`src/rtl/rr_arb_2to1.sv`:
```
// rr_arb_2to1 -- two-requester round-robin arbiter feeding a one-entry
// registered output buffer.
//
// Ports:
//   clk_i               clock; all state changes on its rising edge
//   rst_ni              asynchronous active-low reset
//   a_valid_i/a_data_i  requester A transfer and payload
//   a_ready_o           requester A accepted this cycle
//   b_valid_i/b_data_i  requester B transfer and payload
//   b_ready_o           requester B accepted this cycle
//   y_valid_o/y_data_o  output buffer holds a transfer / its payload
//   y_ready_i           consumer accepts the output transfer
//   sel_o               source of the held transfer (0 = A, 1 = B)
module rr_arb_2to1 #(
  parameter int unsigned DATA_W = 8
) (
  input  logic              clk_i,
  input  logic              rst_ni,
  input  logic              a_valid_i,
  input  logic [DATA_W-1:0] a_data_i,
  output logic              a_ready_o,
  input  logic              b_valid_i,
  input  logic [DATA_W-1:0] b_data_i,
  output logic              b_ready_o,
  output logic              y_valid_o,
  output logic [DATA_W-1:0] y_data_o,
  input  logic              y_ready_i,
  output logic              sel_o
);

  typedef enum logic {
    EMPTY = 1'b0,
    FULL  = 1'b1
  } state_e;

  state_e            state_q, state_d;
  logic [DATA_W-1:0] data_q,  data_d;
  logic              sel_q,   sel_d;
  logic              prio_q,  prio_d;   // 0 = A wins contention, 1 = B wins

  logic accept_en;
  logic grant_a;
  logic grant_b;

  // Buffer can take a new transfer when empty, or when it drains this cycle.
  // Gated by rst_ni so no requester is readied while reset is held.
  always_comb begin
    accept_en = rst_ni & ((state_q == EMPTY) | y_ready_i);
    grant_a   = accept_en & a_valid_i & (~b_valid_i | ~prio_q);
    grant_b   = accept_en & b_valid_i & (~a_valid_i |  prio_q);
  end

  always_comb begin
    state_d = state_q;
    data_d  = data_q;
    sel_d   = sel_q;
    prio_d  = prio_q;
    if (grant_a | grant_b) begin
      state_d = FULL;
      data_d  = grant_b ? b_data_i : a_data_i;
      sel_d   = grant_b;
      prio_d  = ~grant_b;               // favour the requester not served
    end else if ((state_q == FULL) && y_ready_i) begin
      state_d = EMPTY;
    end
  end

  always_ff @(posedge clk_i or negedge rst_ni) begin
    if (!rst_ni) begin
      state_q <= EMPTY;
      data_q  <= '0;
      sel_q   <= 1'b0;
      prio_q  <= 1'b0;
    end else begin
      state_q <= state_d;
      data_q  <= data_d;
      sel_q   <= sel_d;
      prio_q  <= prio_d;
    end
  end

  assign a_ready_o = grant_a;
  assign b_ready_o = grant_b;
  assign y_valid_o = (state_q == FULL);
  assign y_data_o  = data_q;
  assign sel_o     = sel_q;

endmodule

```
`config.mk`:
```
export PLATFORM = sky130hd
export DESIGN_NAME = rr_arb_2to1
export DESIGN_NICKNAME = d
export VERILOG_FILES = /design/src/rtl/rr_arb_2to1.sv
export SDC_FILE = /design/constraint.sdc
export NUM_CORES = 1
export LEC_CHECK = 0
export CAP_MARGIN = 20
export CORE_UTILIZATION = 39
export DETAILED_ROUTE_END_ITERATION = 16
export HOLD_SLACK_MARGIN = 0.15
export PLACE_DENSITY = 0.76
export SLEW_MARGIN = 20
export SYNTH_ARGS = -nofsm -noshare
export SYNTH_HDL_FRONTEND = slang
export SYNTH_SLANG_ARGS = --single-unit
```
`constraint.sdc`:
```
create_clock -name clk_i -period 1.65 [get_ports clk_i]
set_input_delay 0.33 -clock clk_i [delete_from_list [all_inputs] [get_ports clk_i]]
set_output_delay 0.33 -clock clk_i [all_outputs]
set_load 0.1 [all_outputs]
```
==> results of run 1 <==
## worst min-delay path, delay by kind of cell
kind,cells,cell delay (ns)
buffers and inverters,3,0.64
## metal layers
metal	part of all wire (%)	vias to the layer above	wire, um
li1	-	402	-
met1	38	417	921
met2	53	53	1280
met3	5.5	12	133
met4	3.7	0	90
met5	0	-	0
## metrics by stage
stage / hold slack [ns] / TNS [ns] / power (mW) / worst slack [ns] / area [um^2]
after CTS: 0.317 / -0.223 / 1.48 / -0.142 / 1360
after floorplan: 0.0344 / -2.26 / 0.898 / -0.762 / 747
after global placement: 0.524 / -2.83 / 1.25 / -0.307 / 1280
final: 0.322 / -0.0599 / 1.48 / -0.0457 / 1370
after global routing: 0.358 / -0.121 / 1.53 / -0.0753 / 1370
after detailed placement: 0.545 / -3.81 / 1.27 / -0.382 / 1280
## power by group through the flow
stage / logic, mW / registers [mW] / clock network, mW
4_1_cts: 0.903 / 0.383 / 0.195
5_1_grt: 0.939 / 0.389 / 0.202
6_report: 0.911 / 0.383 / 0.190
3_3_place_gp: 0.868 / 0.384 / 0
3_5_place_dp: 0.882 / 0.387 / 0
2_1_floorplan: 0.191 / 0.707 / 0
## cell type report
cell class / instances / area [um^2]
timing repair buffer: 57 / 643
clock buffer: 4 / 26.3
multi-input combinational: 50 / 385
fill: 81 / 203
inverter: 4 / 20.0
sequential: 11 / 279
tap: 16 / 20.0
## repair_timing
| item | 4_1_cts | 5_1_grt |
|---|---|---|
| setup buffers | 5 | 1 |
| gates resized for setup | 7 | 2 |
| pin swaps | 2 | 3 |
| endpoints found under the setup margin | 10 | 3 |
## kinds of logic (layout without fill, tap and decap cells)
logic type,after synthesis,in the layout
AO/OA/AOI/OAI,27,27
buffers and inverters,13,65
flip-flops,11,11
AND/OR/NAND/NOR,23,23
## flip-flops by register name, indices dropped and copies added, names as in the netlist
name	count
prio_q	1
y_data_o	8
sel_o	1
y_valid_o	1
## layout by cell type (no fill, tap or decap), drive strengths merged
master,Yosys,layout
a21o,1,1
and3,1,1
o41ai,8,8
clkinvlp,0,1
clkbuf,3,4
clkdlybuf4s50,0,16
inv,3,2
nor4,1,1
nor2b,2,2
or4,8,8
o21ai,1,1
nand2,8,8
dfrtp,11,11
or2,2,2
a31oi,16,16
clkinv,1,1
buf,6,37
o2111ai,1,1
dlymetal6s2s,0,1
nand2b,1,1
dlygate4sd2,0,3
## path summary, 6_finish.rpt
check / startpoint / slack (ns) / cells after the start / to
hold / removal: rst_ni / 0.32 / 3 / y_data_o[3]
max in group asynchronous: rst_ni / 1.11 / 3 / y_valid_o
setup reg to reg: y_valid_o / 0.04 / 4 / y_data_o[1]
min in group clk_i: sel_o / 0.55 / 1 / sel_o
setup / recovery: y_valid_o / -0.05 / 5 / a_ready_o
hold reg to reg: sel_o / 0.55 / 1 / sel_o
==> flow_metrics.tcl, run 1 <==
set metrics [dict create \
    synth_top_area_share_pct 39.6 \
    clock_skew_ns 0.00439 \
    seq_area_frac_synth_pct 39.6 \
    synth_seq_cells 11 \
    finalHoldViolCount 0 \
    synth_edf_count 0 \
    grt_util_met3_pct 2.45 \
    ctsHtreeMaxLevel 1 \
    synthTopCellsByCount "a31oi_1 (16), dfrtp_1 (11), nand2_1 (8), o41ai_1 (8), or4_1 (8)" \
    clockPowerShare_pct 12.8 \
    synth-simple-area-share_pct 22.0 \
    cts_made_buffers 3 \
    synth_cell_type_count 19 \
    avgViaCountPerCell 6.23 \
    grt_pass1_wl_um 3820 \
    die_h_um 44.2 \
    firstDrtPassIters 10 \
    syn_to_final_growth_pct 97.8 \
    met2_usage_pct 45.9 \
    timing.final.crit_share_pct 103 \
    layout-drive-gt1-share_pct 39.7 \
    first_global_vias 881 \
    stdcell_count 142 \
    pwr-share-seq_pct 25.8 \
    max_stage_delay_ns 0.49 \
    setup_viol 2 \
    die_x_um 44.2 \
    grt.total_usage_pct 26.9 \
    muxShareOfSynthArea_pct 0 \
    status "complete, but fails checks" \
    critPathLaunchType "register" \
    synthXorXnorAreaFrac_pct 0 \
    grt_overflow 0 \
    drtIter0Drc 21 \
    required_ns 1.32 \
    critPathArrivalTime_ns 1.37 \
    diodes 0 \
    period_needed_ns 1.70 \
    io_pins 33 \
    critPathSlowestCell "dfrtp_4" \
    maxCapViolations 0 \
    dieArea_um2 1950 \
    clkSinkCount 11 \
    core_um2 1580 \
    ir_worst_vdd_uv 911 \
    post-route-util_pct 87.1 \
    p_leak_nw 0.588 \
    placedCellCount 132 \
    synth_compound_area_share_pct 27.6 \
    vias 884 \
    fmax_mhz 590 \
    critPathKind "reg2out" \
    dp_hpwl_um 1690 \
    initial_utilization_pct 44.0 \
    nets 148 \
    syn_nets 95 \
    root_buffer "clkbuf_4" \
    p_switching_mw 0.704 \
    endpoint_kind "output pin" \
    cts.clk_slew.worst_paths_ns 0.07 \
    cts_tree "done" \
    clk_path_buf_depth 2 \
    worst_pin_slew_ns 0.330 \
    critPathMaxFanout 2 \
    synth_most_common_cell "a31oi_1" \
    io_buffers 32 \
    violations "design-rule violations, negative setup slack" \
    min_path_type "in2async" \
    power.share.switching_pct 47.5 \
    routed_wl_um 2430 \
    synthCells 74 \
    drc_errors 2 \
    grt_start_max_net_pins 21 \
    worst_slack_ns -0.0457 \
    ant_nets 0 \
    antenna_found_initial 0 \
    drv_slew 0 \
    grt.busiest_layer "met2" \
    yosysWarnings 0 \
    synth_top_family_by_area "compound AO/OA/AOI/OAI gates" \
    use_met1_pct 32.6 \
    synthFlopType "dfrtp_1" \
    rsz0062_at_grt "true" \
    wl_per_cell_um 17.1 \
    netlist_top_cells_area "dfrtp_1 (40%), a31oi_1 (14%), o41ai_1 (10%)" \
    synth.largest_area_cell "dfrtp_1" \
    clkLatencyLatePin_ns 0.27 \
    synth_area_per_cell_um2 9.38 \
    synthArstFlopShare_pct 100 \
    synth_fa_ha_area_share_pct 0 \
    worstPathCellList "buf_6 -> nand2b_4 -> o2111ai_4 -> clkinvlp_4 -> buf_12" \
    p_per_area_nw_per_um2 1080 \
    slew_headroom_pct 77.7 \
    synthesis.area_um2 694 \
    critPathBufInv 3 \
    rows 14 \
    cts_hold_buf 0 \
    intPower_mw 0.779 \
    comb_power_share_pct 61.4 \
    place_congestion 0.794 \
    critPathTopFamily "flip-flops" \
]
No activity file was read; power rests on OpenSTA's default activity.
==> inputs of run 2 (changes only) <==
Settings changed: ABC_AREA set to 0, CORE_UTILIZATION 39 to 42, PLACE_DENSITY 0.76 to 0.81.
Clock period 1.65 ns to 2 ns, I/O delays scaled along.
==> flow_metrics.tcl, run 2 (synthesis results as in run 1) <==
set metrics [dict create \
    r2r_start "y_valid_o" \
    diodes 0 \
    dieArea_um2 1820 \
    cts_made_buffers 3 \
    first_global_vias 725 \
    p_per_area_nw_per_um2 908 \
    timing.final.crit_share_pct 96.8 \
    cts.clk_slew.worst_paths_ns 0.07 \
    worst_slack_ns 0.0649 \
    place_congestion 0.832 \
    rsz0062_at_grt "false" \
    ant_nets 0 \
    clkLatencyLatePin_ns 0.27 \
    slew_headroom_pct 80.1 \
    ctsHtreeMaxLevel 1 \
    grt_pass1_wl_um 3020 \
    hold_slack_ns 0.182 \
    rows 14 \
    grt.total_usage_pct 21.6 \
    setup_viol 0 \
    drc_errors 0 \
    critPathMaxFanout 8 \
    grt_start_max_net_pins 16 \
    critPathKind "in2out" \
    finalHoldViolCount 0 \
    endpoint_kind "output pin" \
    root_buffer "clkbuf_4" \
    nets 138 \
    r2r_slack_ns 0.53 \
    die_x_um 42.7 \
    fmax_mhz 517 \
    ir_worst_vdd_uv 570 \
    drtIter0Drc 38 \
    required_ns 1.60 \
    syn_to_final_growth_pct 68.1 \
    grt_overflow 0 \
    vias 781 \
    placedCellCount 126 \
    critPathLaunchType "input port" \
    status "finished clean" \
    die_h_um 42.7 \
    reg2reg_depth 3 \
    critPathArrivalTime_ns 1.54 \
    cts_tree "done" \
    routed_wl_um 1910 \
    core_um2 1520 \
    antenna_found_initial 0 \
    reg2reg_to "y_data_o[1]" \
    clkSinkCount 11 \
    tns_ns 0 \
    final_common_cell "buf_4" \
    fin_area_um2 1170 \
    drv_slew 0 \
    wl_per_cell_um 14.4 \
    min_path_type "in2async" \
    maxCapViolations 0 \
    clk_path_buf_depth 2 \
    avgViaCountPerCell 5.92 \
    period_needed_ns 1.94 \
    clock_skew_ns 0.00434 \
    regArea_um2 279 \
    stdcell_count 132 \
    initial_utilization_pct 45.6 \
    place_area_um2 1090 \
    mostFrequentLayoutCells "buf_4 (24), clkdlybuf4s50_1 (18), a31oi_1 (16)" \
    dp_hpwl_um 1430 \
    layout-drive-gt1-share_pct 33.6 \
    io_pins 33 \
    n_fill_cell 122 \
    worst_pin_slew_ns 0.294 \
    largest_reg_flops 8 \
    place_ws_ns -0.146 \
    firstDrtPassIters 4 \
    p_leak_nw 0.489 \
    multi_input_comb_area_um2 385 \
    io_buffers 32 \
]
## run 2: worst max-delay path by stage
stage                     end  startpoint  cells after the start  slack [ns]
floorplan           b_ready_o   y_valid_o                      4       -0.48
global placement    b_ready_o   y_ready_i                      4       -0.13
detailed placement  b_ready_o   y_ready_i                      4       -0.15
CTS                 b_ready_o   b_valid_i                      4      -0.007
global route        a_ready_o   y_ready_i                      5        0.03
finish              b_ready_o   a_valid_i                      4        0.06
## run 2: report_power, final
part	switching [mW]	leakage, nW	total (mW)	internal [mW]
registers	0.0279	0.123	0.296	0.268
logic	0.437	0.351	0.611	0.174
clock network	0.0762	0.0150	0.153	0.0771
## run 2: stage by stage
step / total power [mW] / utilization [%]
after global routing: 1.10 / 76.6
after floorplan: 0.733 / -
after CTS: 1.05 / 74.2
after detailed placement: 0.893 / 71.5
after global placement: 0.886 / 71.5
final: 1.06 / 76.6
## run 2: worst max-delay path: stages
cell	delay, ns
clkdlybuf4s50_1	0.44
nor2b_4	0.18
nor4_4	0.29
buf_12	0.22
## run 2: metal layers
metal  global-route usage, %  part of all wire, %  up-vias
met1                    28.1                   42      354
met5                       0                    0        -
met2                    37.3                   50       41
met3                    1.28                  6.0        6
li1                        -                    -      380
met4                    8.13                  1.7        0
## run 2: cell type report
cell class              instances  area share [%]
well taps                      16            1.71
inverters                       4            1.82
repair buffers                 47            37.3
flip-flops and latches         11            23.9
multi-input cells              50            33.0
clock buffers                   4            2.25
## run 2: timing repair
| item | 4_1_cts | 5_1_grt |
|---|---|---|
| hold buffers | 0 | 1 |
| hold endpoints to repair | 0 | 2 |
| endpoints found under the setup margin | 2 | 2 |
| setup buffers | 0 | 1 |
| pin swaps | 1 | 2 |
| gates resized for setup | 3 | 7 |
